**config.mk**
```make
export PLATFORM = sky130hd
export DESIGN_NAME = ahb_master_flat
export DESIGN_NICKNAME = d
export VERILOG_FILES = /design/src/rtl/ahb_master_if.sv /design/src/rtl/ahb_master.sv /design/src/flat_wrapper.sv
export SDC_FILE = /design/constraint.sdc
export NUM_CORES = 1
export LEC_CHECK = 0
export ABC_AREA = 1
export CAP_MARGIN = 10
export CELL_PAD_IN_SITES_DETAIL_PLACEMENT = 2
export CELL_PAD_IN_SITES_GLOBAL_PLACEMENT = 2
export CORE_AREA = 5 5 175 177
export CTS_CLUSTER_DIAMETER = 80
export DETAILED_ROUTE_END_ITERATION = 12
export DIE_AREA = 0 0 180 182
export GPL_TIMING_DRIVEN = 0
export HOLD_SLACK_MARGIN = 0.05
export PLACE_DENSITY_LB_ADDON = 0.1
export SLEW_MARGIN = 0
export SYNTH_ARGS = -nofsm -noshare
export SYNTH_HDL_FRONTEND = slang
export SYNTH_SLANG_ARGS = --single-unit
export TNS_END_PERCENT = 5
```
**constraint.sdc**
```tcl
create_clock -name HCLK -period 1.7 [get_ports HCLK]
set_input_delay 0.17 -clock HCLK [delete_from_list [all_inputs] [get_ports HCLK]]
set_output_delay 0.17 -clock HCLK [all_outputs]
set_load 0.1 [all_outputs]
```
**src/rtl/ahb_master_if.sv**
```systemverilog
// ahb_master_if
// Bundles the AHB-Lite initiator signals and the command/response handshake
// of ahb_master.
//   master modport : the ahb_master side (drives HTRANS/HADDR/HWRITE/HSIZE/
//                    HWDATA, cmd_ready, rsp_*; samples HREADY/HRESP/HRDATA,
//                    cmd_*).
//   slave modport  : the environment side (AHB slave plus command source).
//
// Handshake semantics: a command transfers at a rising HCLK edge where
// cmd_valid and cmd_ready are both 1. While cmd_valid is 1 and cmd_ready is
// 0 the source holds cmd_* stable. rsp_valid is a one-cycle pulse with no
// back-pressure.
interface ahb_master_if #(
  parameter int ADDR_W = 16,
  parameter int DATA_W = 32
);
  // AHB-Lite bus
  logic [1:0]        HTRANS;
  logic [ADDR_W-1:0] HADDR;
  logic              HWRITE;
  logic [2:0]        HSIZE;
  logic [DATA_W-1:0] HWDATA;
  logic              HREADY;
  logic              HRESP;
  logic [DATA_W-1:0] HRDATA;

  // Command / response
  logic              cmd_valid;
  logic              cmd_ready;
  logic              cmd_write;
  logic [ADDR_W-1:0] cmd_addr;
  logic [2:0]        cmd_size;
  logic [DATA_W-1:0] cmd_wdata;
  logic              rsp_valid;
  logic [DATA_W-1:0] rsp_rdata;
  logic              rsp_err;

  modport master (
    output HTRANS, HADDR, HWRITE, HSIZE, HWDATA,
    input  HREADY, HRESP, HRDATA,
    input  cmd_valid, cmd_write, cmd_addr, cmd_size, cmd_wdata,
    output cmd_ready,
    output rsp_valid, rsp_rdata, rsp_err
  );

  modport slave (
    input  HTRANS, HADDR, HWRITE, HSIZE, HWDATA,
    output HREADY, HRESP, HRDATA,
    output cmd_valid, cmd_write, cmd_addr, cmd_size, cmd_wdata,
    input  cmd_ready,
    input  rsp_valid, rsp_rdata, rsp_err
  );
endinterface

```
**src/rtl/ahb_master.sv**
```systemverilog
// ahb_master
// Single-initiator AHB-Lite master with a two-stage pipeline: an address
// phase stage (AP) drives HTRANS/HADDR/HWRITE/HSIZE, a data phase stage (DP)
// drives HWDATA and collects HRDATA/HRESP. Each completed data phase yields
// a one-cycle rsp_valid pulse, in command order. A two-cycle ERROR response
// parks the command sitting in AP in a retry register and re-issues it once
// the error has been reported.
// Ports:
//   HCLK       : bus clock, all state on rising edge
//   HRSTN      : asynchronous active-low reset
//   bus        : ahb_master_if.master (AHB-Lite bus + cmd/rsp handshake)
//   dbg_state  : FSM state (0=RUN, 1=ERR1, 2=ERR2)
module ahb_master #(
  parameter int ADDR_W = 16,
  parameter int DATA_W = 32
) (
  input  logic         HCLK,
  input  logic         HRSTN,
  ahb_master_if.master bus,
  output logic [1:0]   dbg_state
);

  typedef enum logic [1:0] {
    ST_RUN  = 2'd0,
    ST_ERR1 = 2'd1,
    ST_ERR2 = 2'd2
  } state_e;

  state_e            state_q, state_d;

  // Address phase stage
  logic              ap_valid_q, ap_valid_d;
  logic              ap_write_q, ap_write_d;
  logic [ADDR_W-1:0] ap_addr_q,  ap_addr_d;
  logic [2:0]        ap_size_q,  ap_size_d;
  logic [DATA_W-1:0] ap_wdata_q, ap_wdata_d;

  // Data phase stage
  logic              dp_valid_q, dp_valid_d;
  logic              dp_write_q, dp_write_d;
  logic [ADDR_W-1:0] dp_addr_q,  dp_addr_d;
  logic [2:0]        dp_size_q,  dp_size_d;
  logic [DATA_W-1:0] dp_wdata_q, dp_wdata_d;

  // One-entry retry register for a command displaced by an ERROR
  logic              rt_valid_q, rt_valid_d;
  logic              rt_write_q, rt_write_d;
  logic [ADDR_W-1:0] rt_addr_q,  rt_addr_d;
  logic [2:0]        rt_size_q,  rt_size_d;
  logic [DATA_W-1:0] rt_wdata_q, rt_wdata_d;

  // Response outputs
  logic              rsp_valid_q, rsp_valid_d;
  logic              rsp_err_q,   rsp_err_d;
  logic [DATA_W-1:0] rsp_rdata_q, rsp_rdata_d;

  logic              cmd_fire;

  // AP can take a command when it is empty or when its contents advance
  // to DP at this edge; no new work is taken while an error is unwinding.
  assign bus.cmd_ready = (!ap_valid_q || bus.HREADY) && (state_q == ST_RUN);
  assign cmd_fire      = bus.cmd_valid && bus.cmd_ready;

  // AP fields are never cleared with ap_valid, so an IDLE cycle keeps the
  // previous address/control on the bus.
  assign bus.HTRANS    = ap_valid_q ? 2'b10 : 2'b00;
  assign bus.HADDR     = ap_addr_q;
  assign bus.HWRITE    = ap_write_q;
  assign bus.HSIZE     = ap_size_q;
  assign bus.HWDATA    = dp_wdata_q;

  assign bus.rsp_valid = rsp_valid_q;
  assign bus.rsp_err   = rsp_err_q;
  assign bus.rsp_rdata = rsp_rdata_q;
  assign dbg_state     = state_q;

  always_comb begin
    state_d     = state_q;
    ap_valid_d  = ap_valid_q;
    ap_write_d  = ap_write_q;
    ap_addr_d   = ap_addr_q;
    ap_size_d   = ap_size_q;
    ap_wdata_d  = ap_wdata_q;
    dp_valid_d  = dp_valid_q;
    dp_write_d  = dp_write_q;
    dp_addr_d   = dp_addr_q;
    dp_size_d   = dp_size_q;
    dp_wdata_d  = dp_wdata_q;
    rt_valid_d  = rt_valid_q;
    rt_write_d  = rt_write_q;
    rt_addr_d   = rt_addr_q;
    rt_size_d   = rt_size_q;
    rt_wdata_d  = rt_wdata_q;
    rsp_valid_d = 1'b0;
    rsp_err_d   = 1'b0;
    rsp_rdata_d = '0;

    unique case (state_q)
      ST_RUN: begin
        if (bus.HREADY) begin
          // DP completes (OKAY, or single-cycle ERROR reported directly).
          if (dp_valid_q) begin
            rsp_valid_d = 1'b1;
            rsp_err_d   = bus.HRESP;
            rsp_rdata_d = (bus.HRESP || dp_write_q) ? '0 : bus.HRDATA;
          end
          dp_valid_d = ap_valid_q;
          if (ap_valid_q) begin
            dp_write_d = ap_write_q;
            dp_addr_d  = ap_addr_q;
            dp_size_d  = ap_size_q;
            dp_wdata_d = ap_wdata_q;
          end
          ap_valid_d = cmd_fire;
          if (cmd_fire) begin
            ap_write_d = bus.cmd_write;
            ap_addr_d  = bus.cmd_addr;
            ap_size_d  = bus.cmd_size;
            ap_wdata_d = bus.cmd_wdata;
          end
        end else if (dp_valid_q && bus.HRESP) begin
          // First ERROR cycle: pull the pending address phase off the bus.
          // A command accepted at this same edge (AP was empty) is parked
          // too, so HTRANS stays IDLE during the second error cycle.
          state_d    = ST_ERR1;
          ap_valid_d = 1'b0;
          if (ap_valid_q) begin
            rt_valid_d = 1'b1;
            rt_write_d = ap_write_q;
            rt_addr_d  = ap_addr_q;
            rt_size_d  = ap_size_q;
            rt_wdata_d = ap_wdata_q;
          end else if (cmd_fire) begin
            rt_valid_d = 1'b1;
            rt_write_d = bus.cmd_write;
            rt_addr_d  = bus.cmd_addr;
            rt_size_d  = bus.cmd_size;
            rt_wdata_d = bus.cmd_wdata;
          end
        end else if (cmd_fire) begin
          // Wait state with an empty AP: the new command can still start.
          ap_valid_d = 1'b1;
          ap_write_d = bus.cmd_write;
          ap_addr_d  = bus.cmd_addr;
          ap_size_d  = bus.cmd_size;
          ap_wdata_d = bus.cmd_wdata;
        end
      end

      ST_ERR1: begin
        // The second error cycle ends on HREADY; the transfer is reported
        // as an error regardless of HRESP at that edge.
        if (bus.HREADY) begin
          state_d     = ST_ERR2;
          rsp_valid_d = 1'b1;
          rsp_err_d   = 1'b1;
          dp_valid_d  = 1'b0;
        end
      end

      ST_ERR2: begin
        state_d    = ST_RUN;
        ap_valid_d = rt_valid_q;
        rt_valid_d = 1'b0;
        if (rt_valid_q) begin
          ap_write_d = rt_write_q;
          ap_addr_d  = rt_addr_q;
          ap_size_d  = rt_size_q;
          ap_wdata_d = rt_wdata_q;
        end
      end

      default: state_d = ST_RUN;
    endcase
  end

  always_ff @(posedge HCLK or negedge HRSTN) begin
    if (!HRSTN) begin
      state_q     <= ST_RUN;
      ap_valid_q  <= 1'b0;
      ap_write_q  <= 1'b0;
      ap_addr_q   <= '0;
      ap_size_q   <= '0;
      ap_wdata_q  <= '0;
      dp_valid_q  <= 1'b0;
      dp_write_q  <= 1'b0;
      dp_addr_q   <= '0;
      dp_size_q   <= '0;
      dp_wdata_q  <= '0;
      rt_valid_q  <= 1'b0;
      rt_write_q  <= 1'b0;
      rt_addr_q   <= '0;
      rt_size_q   <= '0;
      rt_wdata_q  <= '0;
      rsp_valid_q <= 1'b0;
      rsp_err_q   <= 1'b0;
      rsp_rdata_q <= '0;
    end else begin
      state_q     <= state_d;
      ap_valid_q  <= ap_valid_d;
      ap_write_q  <= ap_write_d;
      ap_addr_q   <= ap_addr_d;
      ap_size_q   <= ap_size_d;
      ap_wdata_q  <= ap_wdata_d;
      dp_valid_q  <= dp_valid_d;
      dp_write_q  <= dp_write_d;
      dp_addr_q   <= dp_addr_d;
      dp_size_q   <= dp_size_d;
      dp_wdata_q  <= dp_wdata_d;
      rt_valid_q  <= rt_valid_d;
      rt_write_q  <= rt_write_d;
      rt_addr_q   <= rt_addr_d;
      rt_size_q   <= rt_size_d;
      rt_wdata_q  <= rt_wdata_d;
      rsp_valid_q <= rsp_valid_d;
      rsp_err_q   <= rsp_err_d;
      rsp_rdata_q <= rsp_rdata_d;
    end
  end

endmodule
```
**src/flat_wrapper.sv**
```systemverilog
// flat-port wrapper written by rule: the top's interface ports become plain ports
module ahb_master_flat 
#(
  parameter int ADDR_W = 16,
  parameter int DATA_W = 32
)
  (HCLK, HRSTN, dbg_state, bus_HTRANS, bus_HADDR, bus_HWRITE, bus_HSIZE, bus_HWDATA, bus_HREADY, bus_HRESP, bus_HRDATA, bus_cmd_valid, bus_cmd_write, bus_cmd_addr, bus_cmd_size, bus_cmd_wdata, bus_cmd_ready, bus_rsp_valid, bus_rsp_rdata, bus_rsp_err);
  ahb_master_if #(.ADDR_W(ADDR_W), .DATA_W(DATA_W)) bus_i ();
  input  logic HCLK;
  input  logic HRSTN;
  output logic [1:0] dbg_state;
  output wire logic [$bits(bus_i.HTRANS)-1:0] bus_HTRANS;
  output wire logic [$bits(bus_i.HADDR)-1:0] bus_HADDR;
  output wire logic [$bits(bus_i.HWRITE)-1:0] bus_HWRITE;
  output wire logic [$bits(bus_i.HSIZE)-1:0] bus_HSIZE;
  output wire logic [$bits(bus_i.HWDATA)-1:0] bus_HWDATA;
  input wire logic [$bits(bus_i.HREADY)-1:0] bus_HREADY;
  input wire logic [$bits(bus_i.HRESP)-1:0] bus_HRESP;
  input wire logic [$bits(bus_i.HRDATA)-1:0] bus_HRDATA;
  input wire logic [$bits(bus_i.cmd_valid)-1:0] bus_cmd_valid;
  input wire logic [$bits(bus_i.cmd_write)-1:0] bus_cmd_write;
  input wire logic [$bits(bus_i.cmd_addr)-1:0] bus_cmd_addr;
  input wire logic [$bits(bus_i.cmd_size)-1:0] bus_cmd_size;
  input wire logic [$bits(bus_i.cmd_wdata)-1:0] bus_cmd_wdata;
  output wire logic [$bits(bus_i.cmd_ready)-1:0] bus_cmd_ready;
  output wire logic [$bits(bus_i.rsp_valid)-1:0] bus_rsp_valid;
  output wire logic [$bits(bus_i.rsp_rdata)-1:0] bus_rsp_rdata;
  output wire logic [$bits(bus_i.rsp_err)-1:0] bus_rsp_err;
  assign bus_HTRANS = bus_i.HTRANS;
  assign bus_HADDR = bus_i.HADDR;
  assign bus_HWRITE = bus_i.HWRITE;
  assign bus_HSIZE = bus_i.HSIZE;
  assign bus_HWDATA = bus_i.HWDATA;
  assign bus_i.HREADY = bus_HREADY;
  assign bus_i.HRESP = bus_HRESP;
  assign bus_i.HRDATA = bus_HRDATA;
  assign bus_i.cmd_valid = bus_cmd_valid;
  assign bus_i.cmd_write = bus_cmd_write;
  assign bus_i.cmd_addr = bus_cmd_addr;
  assign bus_i.cmd_size = bus_cmd_size;
  assign bus_i.cmd_wdata = bus_cmd_wdata;
  assign bus_cmd_ready = bus_i.cmd_ready;
  assign bus_rsp_valid = bus_i.rsp_valid;
  assign bus_rsp_rdata = bus_i.rsp_rdata;
  assign bus_rsp_err = bus_i.rsp_err;
  ahb_master #(.ADDR_W(ADDR_W), .DATA_W(DATA_W)) u_core (.HCLK(HCLK), .HRSTN(HRSTN), .bus(bus_i), .dbg_state(dbg_state));
endmodule
```
==> results of run 1 <==
what timing repair did:
action / in CTS / in global routing
gates resized for setup: 287 / 36
pin swaps: 0 / 1
buffers inserted: 0 / 8
endpoints found under the hold margin: 94 / 0
gates cloned: 0 / 0
hold buffers: 1 / 0
setup endpoints to repair: 157 / 141
per-layer routing:
metal / part of all wire / wire (um) / vias up
met5: 0.00065 / 20 / -
met4: 0.0068 / 209 / 2
met3: 0.023 / 716 / 17
met2: 0.52 / 16200 / 98
met1: 0.45 / 13800 / 3892
li1: - / - / 3640
flip-flops by register name, indices dropped and copies added (netlist names), 2 cells and up:
signal and flops:
u_core.rt_addr_q 16, u_core.bus.HWDATA 32, u_core.bus.rsp_rdata 32, u_core.bus.HSIZE 3
u_core.dbg_state 2, u_core.rt_wdata_q 32, u_core.ap_wdata_q 32, u_core.bus.HADDR 16
u_core.rt_size_q 3
stage by stage:
stage                     hold slack (ns)  total power, W
after floorplan                    -0.126          0.0147
after global placement              0.454          0.0180
after detailed placement            0.285          0.0182
after CTS                           0.265          0.0223
after global routing                0.266          0.0234
final                               0.283          0.0221
power by group:
part           internal (W)  switching (W)  total (W)
combinational       0.00268        0.00859     0.0113
clock               0.00213        0.00194    0.00407
sequential          0.00576       0.000977    0.00674
total                0.0106         0.0115     0.0221
final timing paths:
check / from / end / slack [ns] / cells after the start
worst max-delay path: u_core.dbg_state[1] / bus_cmd_ready / -0.05 / 5
worst min-delay path: bus_HRDATA[9] / u_core.bus.rsp_rdata[9] / 0.28 / 2
worst max register to register: u_core.dbg_state[1] / u_core.bus.HWDATA[30] / 0.01 / 6
worst min register to register: u_core.rt_write_q / u_core.rt_write_q / 0.48 / 2
max in group asynchronous: HRSTN / u_core.bus.rsp_rdata[4] / 0.39 / 3
min in group asynchronous: HRSTN / u_core.bus.HWDATA[6] / 0.38 / 2
area by class of cell:
| cell class | instances | share of cell area |
|---|---|---|
| multi-input cells | 723 | 0.283 |
| repair buffers | 188 | 0.175 |
| well taps | 390 | 0.0429 |
| flip-flops and latches | 176 | 0.388 |
| plain buffers | 75 | 0.0446 |
| clock buffers | 19 | 0.0389 |
| inverters | 42 | 0.0147 |
| clock inverters | 13 | 0.0131 |
critical path, delay by kind of cell, from the launching register on:
kind            cells  cell delay (ns)
flops               1             0.51
buf+inv             3             0.44
compound gates      1             0.14
simple gates        1             0.06
cell families after synthesis:
kind of cell           Yosys count  synth area share
AO/OA/AOI/OAI                   70            0.0428
buffers and inverters          118            0.0731
flip-flops                     176             0.537
AND/OR/NAND/NOR                652             0.346
other                            1          0.000458
cells in the mapped netlist, types with 3 or more instances:
master	n	area share
nor2_1	3	0.0014
nand2_1	446	0.20
a21oi_1	3	0.0018
inv_1	39	0.018
o21ai_1	4	0.0024
buf_2	34	0.021
nand3_1	161	0.098
dfrtp_1	176	0.54
nor3b_1	32	0.029
o21ai_0	63	0.038
clkbuf_1	21	0.0096
buf_4	10	0.0092
nand2_4	3	0.0041
buf_6	10	0.014
==> flow_summary.json, run 1 <==
{
  "viasPerCell": 4.70,
  "drc_errors": 0,
  "clock-root-buffer": "clkbuf_16",
  "fp-row-count": 63,
  "nFillCells": 3249,
  "postRouteAntennaNets": 0,
  "syn_nets": 1106,
  "tightestPinTransition_ns": 0.785,
  "synth_edf_count": 0,
  "synthDistinctLibCells": 24,
  "final_cell_mix": "444 x nand2_1, 174 x dfrtp_1, 159 x nand3_1, 87 x clkdlybuf4s50_1, 86 x clkdlybuf4s15_2",
  "grt_pass1_wl_um": 50100,
  "worst_skew_pair.late_latency_ns": 0.44,
  "layout.nets": 1312,
  "met3_usage": 0.0315,
  "critPathRequiredTime_ns": 1.53,
  "fin_cells": 1626,
  "syn_area_um2": 8190,
  "clock_skew_ns": 0.0144,
  "place_area_um2": 10500,
  "dp_cells": 1586,
  "n_antenna_cell": 0,
  "path_cells": "buf_8 -> inv_2 -> nand2_4 -> a21oi_4 -> buf_12",
  "stdcell_area_um2": 11400,
  "yosysSeqAreaShare": 0.537,
  "status": "finished with violations",
  "violations": "negative setup slack",
  "tns_ns": -0.0493,
  "port_buffers": 178,
  "num_io_pins": 180,
  "yosysWarnings": 0,
  "worst_slack_ns": -0.0493,
  "synth_cells": 1017,
  "grt_use_met1": 0.246,
  "multi_input_area_um2": 3220,
  "final_common_cell": "nand2_1",
  "hold_violations": 0,
  "die_width_um": 180,
  "timing.fmax_mhz": 572,
  "slew-limit-headroom": 0.477,
  "fin_crit_sh": 1.03,
  "cts_buffers": 17,
  "num_vias": 7649,
  "drt-initial-drc-count": 289,
  "met2_usage": 0.346,
  "ir_drop_uv": 1160,
  "dpl_worst_slack_ns": -0.757,
  "drive_gt1_frac": 0.174,
  "post_drt_wl_per_cell_um": 19.0,
  "dp_hpwl_um": 21600,
  "start_util": 0.282,
  "final.min_clock_period_ns": 1.75,
  "clockBufferDepth": 2,
  "first_global_vias": 8768,
  "drt-total-wl_um": 30900,
  "maxSlewViolCount": 0,
  "cap_violations": 0,
  "coreArea_um2": 29100,
  "hp-class": "primary input to flip-flop",
  "antenna_found_initial": 1,
  "final-seq-area_um2": 4410,
  "die_y_um": 182,
  "ys.flop_type": "dfrtp_1",
  "area_growth_pct": 38.9,
  "startpoint_type": "flip-flop",
  "syn-mean-instance-area_um2": 8.06,
  "clk_pin_slew_ns": 0.08,
  "cp_slowest_stage_delay_ns": 0.51,
  "tritoncts": "yes",
  "grt.busiest_layer": "met2",
  "grt_setup_unrepaired": "yes",
  "dr.pass1.iters": 4,
  "arrival_ns": 1.58,
  "synthArstFlopShare": 1.00,
  "ys_seq_elements": 176,
  "cts-htree-levels": 4,
  "clock-sinks": 176,
  "end_kind": "output port",
  "setup_viol": 1,
  "power_density_nw_per_um2": 1940,
  "crit_type": "flip-flop to output port",
  "gp_congestion": 0.733,
  "fin_util": 0.391,
  "crit_fanout": 13,
  "p_leak_nw": 5.66,
  "dieArea_um2": 32800,
  "overflow": 0,
  "grtUsageTotal": 0.192,
  "crit_path_top_delay_cell": "dfrtp_4",
  "grt_max_degree": 96
}
No activity file was read; power rests on OpenSTA's default activity.
==> inputs of run 2 (changes only) <==
SKIP_LAST_GASP = 1   (was not set)
==> flow_summary.json, run 2 (synthesis gave the netlist of run 1 again) <==
{
  "start_util": 0.282,
  "grtUsageTotal": 0.192,
  "p_int_w": 0.0102,
  "place_area_um2": 10500,
  "r2r_start": "u_core.dbg_state[0]",
  "path_cells": "dlygate4sd2_1",
  "cp_slowest_stage_delay_ns": 0.88,
  "arrival_ns": 1.72,
  "final.min_clock_period_ns": 1.89,
  "postRouteAntennaNets": 0,
  "hp-class": "primary input to flip-flop",
  "path_buf_inv": 1,
  "layout.nets": 1310,
  "n_antenna_cell": 0,
  "fin_crit_sh": 1.11,
  "dieArea_um2": 32800,
  "critPathTopFamily": "buffers and inverters",
  "port_buffers": 178,
  "total_power_w": 0.0216,
  "clk_pin_slew_ns": 0.08,
  "status": "finished with violations",
  "violations": "negative setup slack",
  "grt_pass1_wl_um": 50100,
  "final_cell_mix": "445 x nand2_1, 174 x dfrtp_1, 161 x nand3_1, 87 x clkdlybuf4s50_1, 74 x dlygate4sd2_1",
  "clkPwrFrac": 0.188,
  "grt_max_degree": 96,
  "drc_errors": 0,
  "power_density_nw_per_um2": 1960,
  "reg2reg_depth": 6,
  "worst_skew_pair.late_latency_ns": 0.44,
  "p_leak_nw": 5.84,
  "final_common_cell": "nand2_1",
  "clock-sinks": 176,
  "gp_congestion": 0.733,
  "overflow": 0,
  "min_from": "bus_HRDATA[9]",
  "dr.pass1.iters": 4,
  "slew-limit-headroom": 0.325,
  "post_drt_wl_per_cell_um": 18.9,
  "stdcell_area_um2": 11100,
  "antenna_found_initial": 1,
  "r2r_slack_ns": -0.07,
  "die_y_um": 182,
  "multi_input_area_um2": 3200,
  "tritoncts": "yes",
  "worst_slack_ns": -0.190,
  "hold_end": "u_core.bus.rsp_rdata[9]",
  "p_sw_w": 0.0114,
  "dp_hpwl_um": 21600,
  "cap_violations": 0,
  "drt-initial-drc-count": 282,
  "fin_util": 0.381,
  "crit_path_top_delay_cell": "dlygate4sd2_1",
  "num_io_pins": 180,
  "num_vias": 7636,
  "clock-root-buffer": "clkbuf_16",
  "clockBufferDepth": 2,
  "grt_setup_unrepaired": "yes",
  "nFillCells": 3294,
  "crit_fanout": 2,
  "clock_skew_ns": 0.0168,
  "critPathRequiredTime_ns": 1.53,
  "swShare": 0.528,
  "final-seq-area_um2": 4410,
  "setup_viol": 108,
  "fp-row-count": 63,
  "maxSlewViolCount": 0,
  "area_growth_pct": 35.1,
  "timing.fmax_mhz": 529,
  "cts_buffers": 17,
  "combPwrFrac": 0.502,
  "power_frac_seq": 0.310,
  "die_width_um": 180,
  "hold_violations": 0,
  "startpoint_type": "flip-flop",
  "viasPerCell": 4.70,
  "drt-total-wl_um": 30700,
  "first_global_vias": 8761,
  "rr_endpoint": "u_core.bus.HWDATA[30]",
  "hold_depth": 2,
  "drive_gt1_frac": 0.104,
  "ir_drop_uv": 1130,
  "end_kind": "output port",
  "crit_type": "flip-flop to output port",
  "cts-htree-levels": 4,
  "tightestPinTransition_ns": 1.02,
  "coreArea_um2": 29100
}
## run 2: cell types whose count changed in the layout (fill, tap and decap cells not counted), moves of 3 or more
cell / previous run / this run
clkdlybuf4s15_2: 86 / 5
dlygate4sd2_1: 0 / 74
buf_2: 20 / 33
clkbuf_4: 11 / 0
buf_4: 23 / 13
clkbuf_1: 12 / 19
buf_6: 11 / 14
## run 2: how the worst max path moves through the flow
| stage | from | endpoint | slack [ns] | depth (start not counted) |
|---|---|---|---|---|
| 5_1_grt | u_core.bus.HADDR[3] | bus_HADDR[3] | -0.22 | 1 |
| 3_5_place_dp | u_core.dbg_state[0] | bus_cmd_ready | -0.76 | 5 |
| 2_1_floorplan | u_core.dbg_state[1] | bus_cmd_ready | -0.05 | 5 |
| 3_3_place_gp | HRSTN | u_core.dbg_state[1] | -9.26 | 1 |
| 6_report | u_core.bus.HWDATA[31] | bus_HWDATA[31] | -0.19 | 1 |
| 4_1_cts | u_core.dbg_state[0] | bus_cmd_ready | -0.23 | 5 |
## run 2: power by group through the flow
stage	combinational, W	sequential [W]	clock, W
after global routing	0.0118	0.00692	0.00434
after CTS	0.0111	0.00674	0.00419
after floorplan	0.00354	0.0111	0
final	0.0109	0.00672	0.00406
after detailed placement	0.0114	0.00682	0
after global placement	0.0112	0.00676	0
## run 2: layout make-up
type / instances / share of cell area
Sequential cell: 176 / 0.399
Multi-Input combinational cell: 723 / 0.289
Timing Repair Buffer: 185 / 0.157
Tap cell: 390 / 0.0441
Buffer: 76 / 0.0428
Clock buffer: 19 / 0.0400
Inverter: 42 / 0.0144
Clock inverter: 13 / 0.0135
## run 2: per-layer routing
layer | part of all wire | up-vias | wire [um] | GRT usage
met5 | 0.00065 | - | 20 | 0
met4 | 0.012 | 2 | 354 | 0.0393
met3 | 0.026 | 24 | 805 | 0.0331
met2 | 0.52 | 114 | 15900 | 0.344
met1 | 0.44 | 3857 | 13700 | 0.244
li1 | - | 3639 | - | -
## run 2: metrics by stage
stage           TNS, ns  hold slack (ns)  worst slack (ns)  instances
2_1_floorplan   -0.0490           -0.126           -0.0490       1017
3_3_place_gp   -1417.74            0.454             -9.26       1585
3_5_place_dp     -32.86            0.285            -0.757       1586
4_1_cts          -14.71            0.265            -0.231       1619
5_1_grt          -25.51            0.264            -0.225       1624
6_report          -8.61            0.281            -0.190       1624
## run 2: repair_timing
action	in CTS	in global routing
hold buffers	1	0
pin swaps	0	0
setup buffers	0	5
gates cloned	0	0
gates resized for setup	113	26
endpoints found under the hold margin	94	0
setup endpoints to repair	157	239
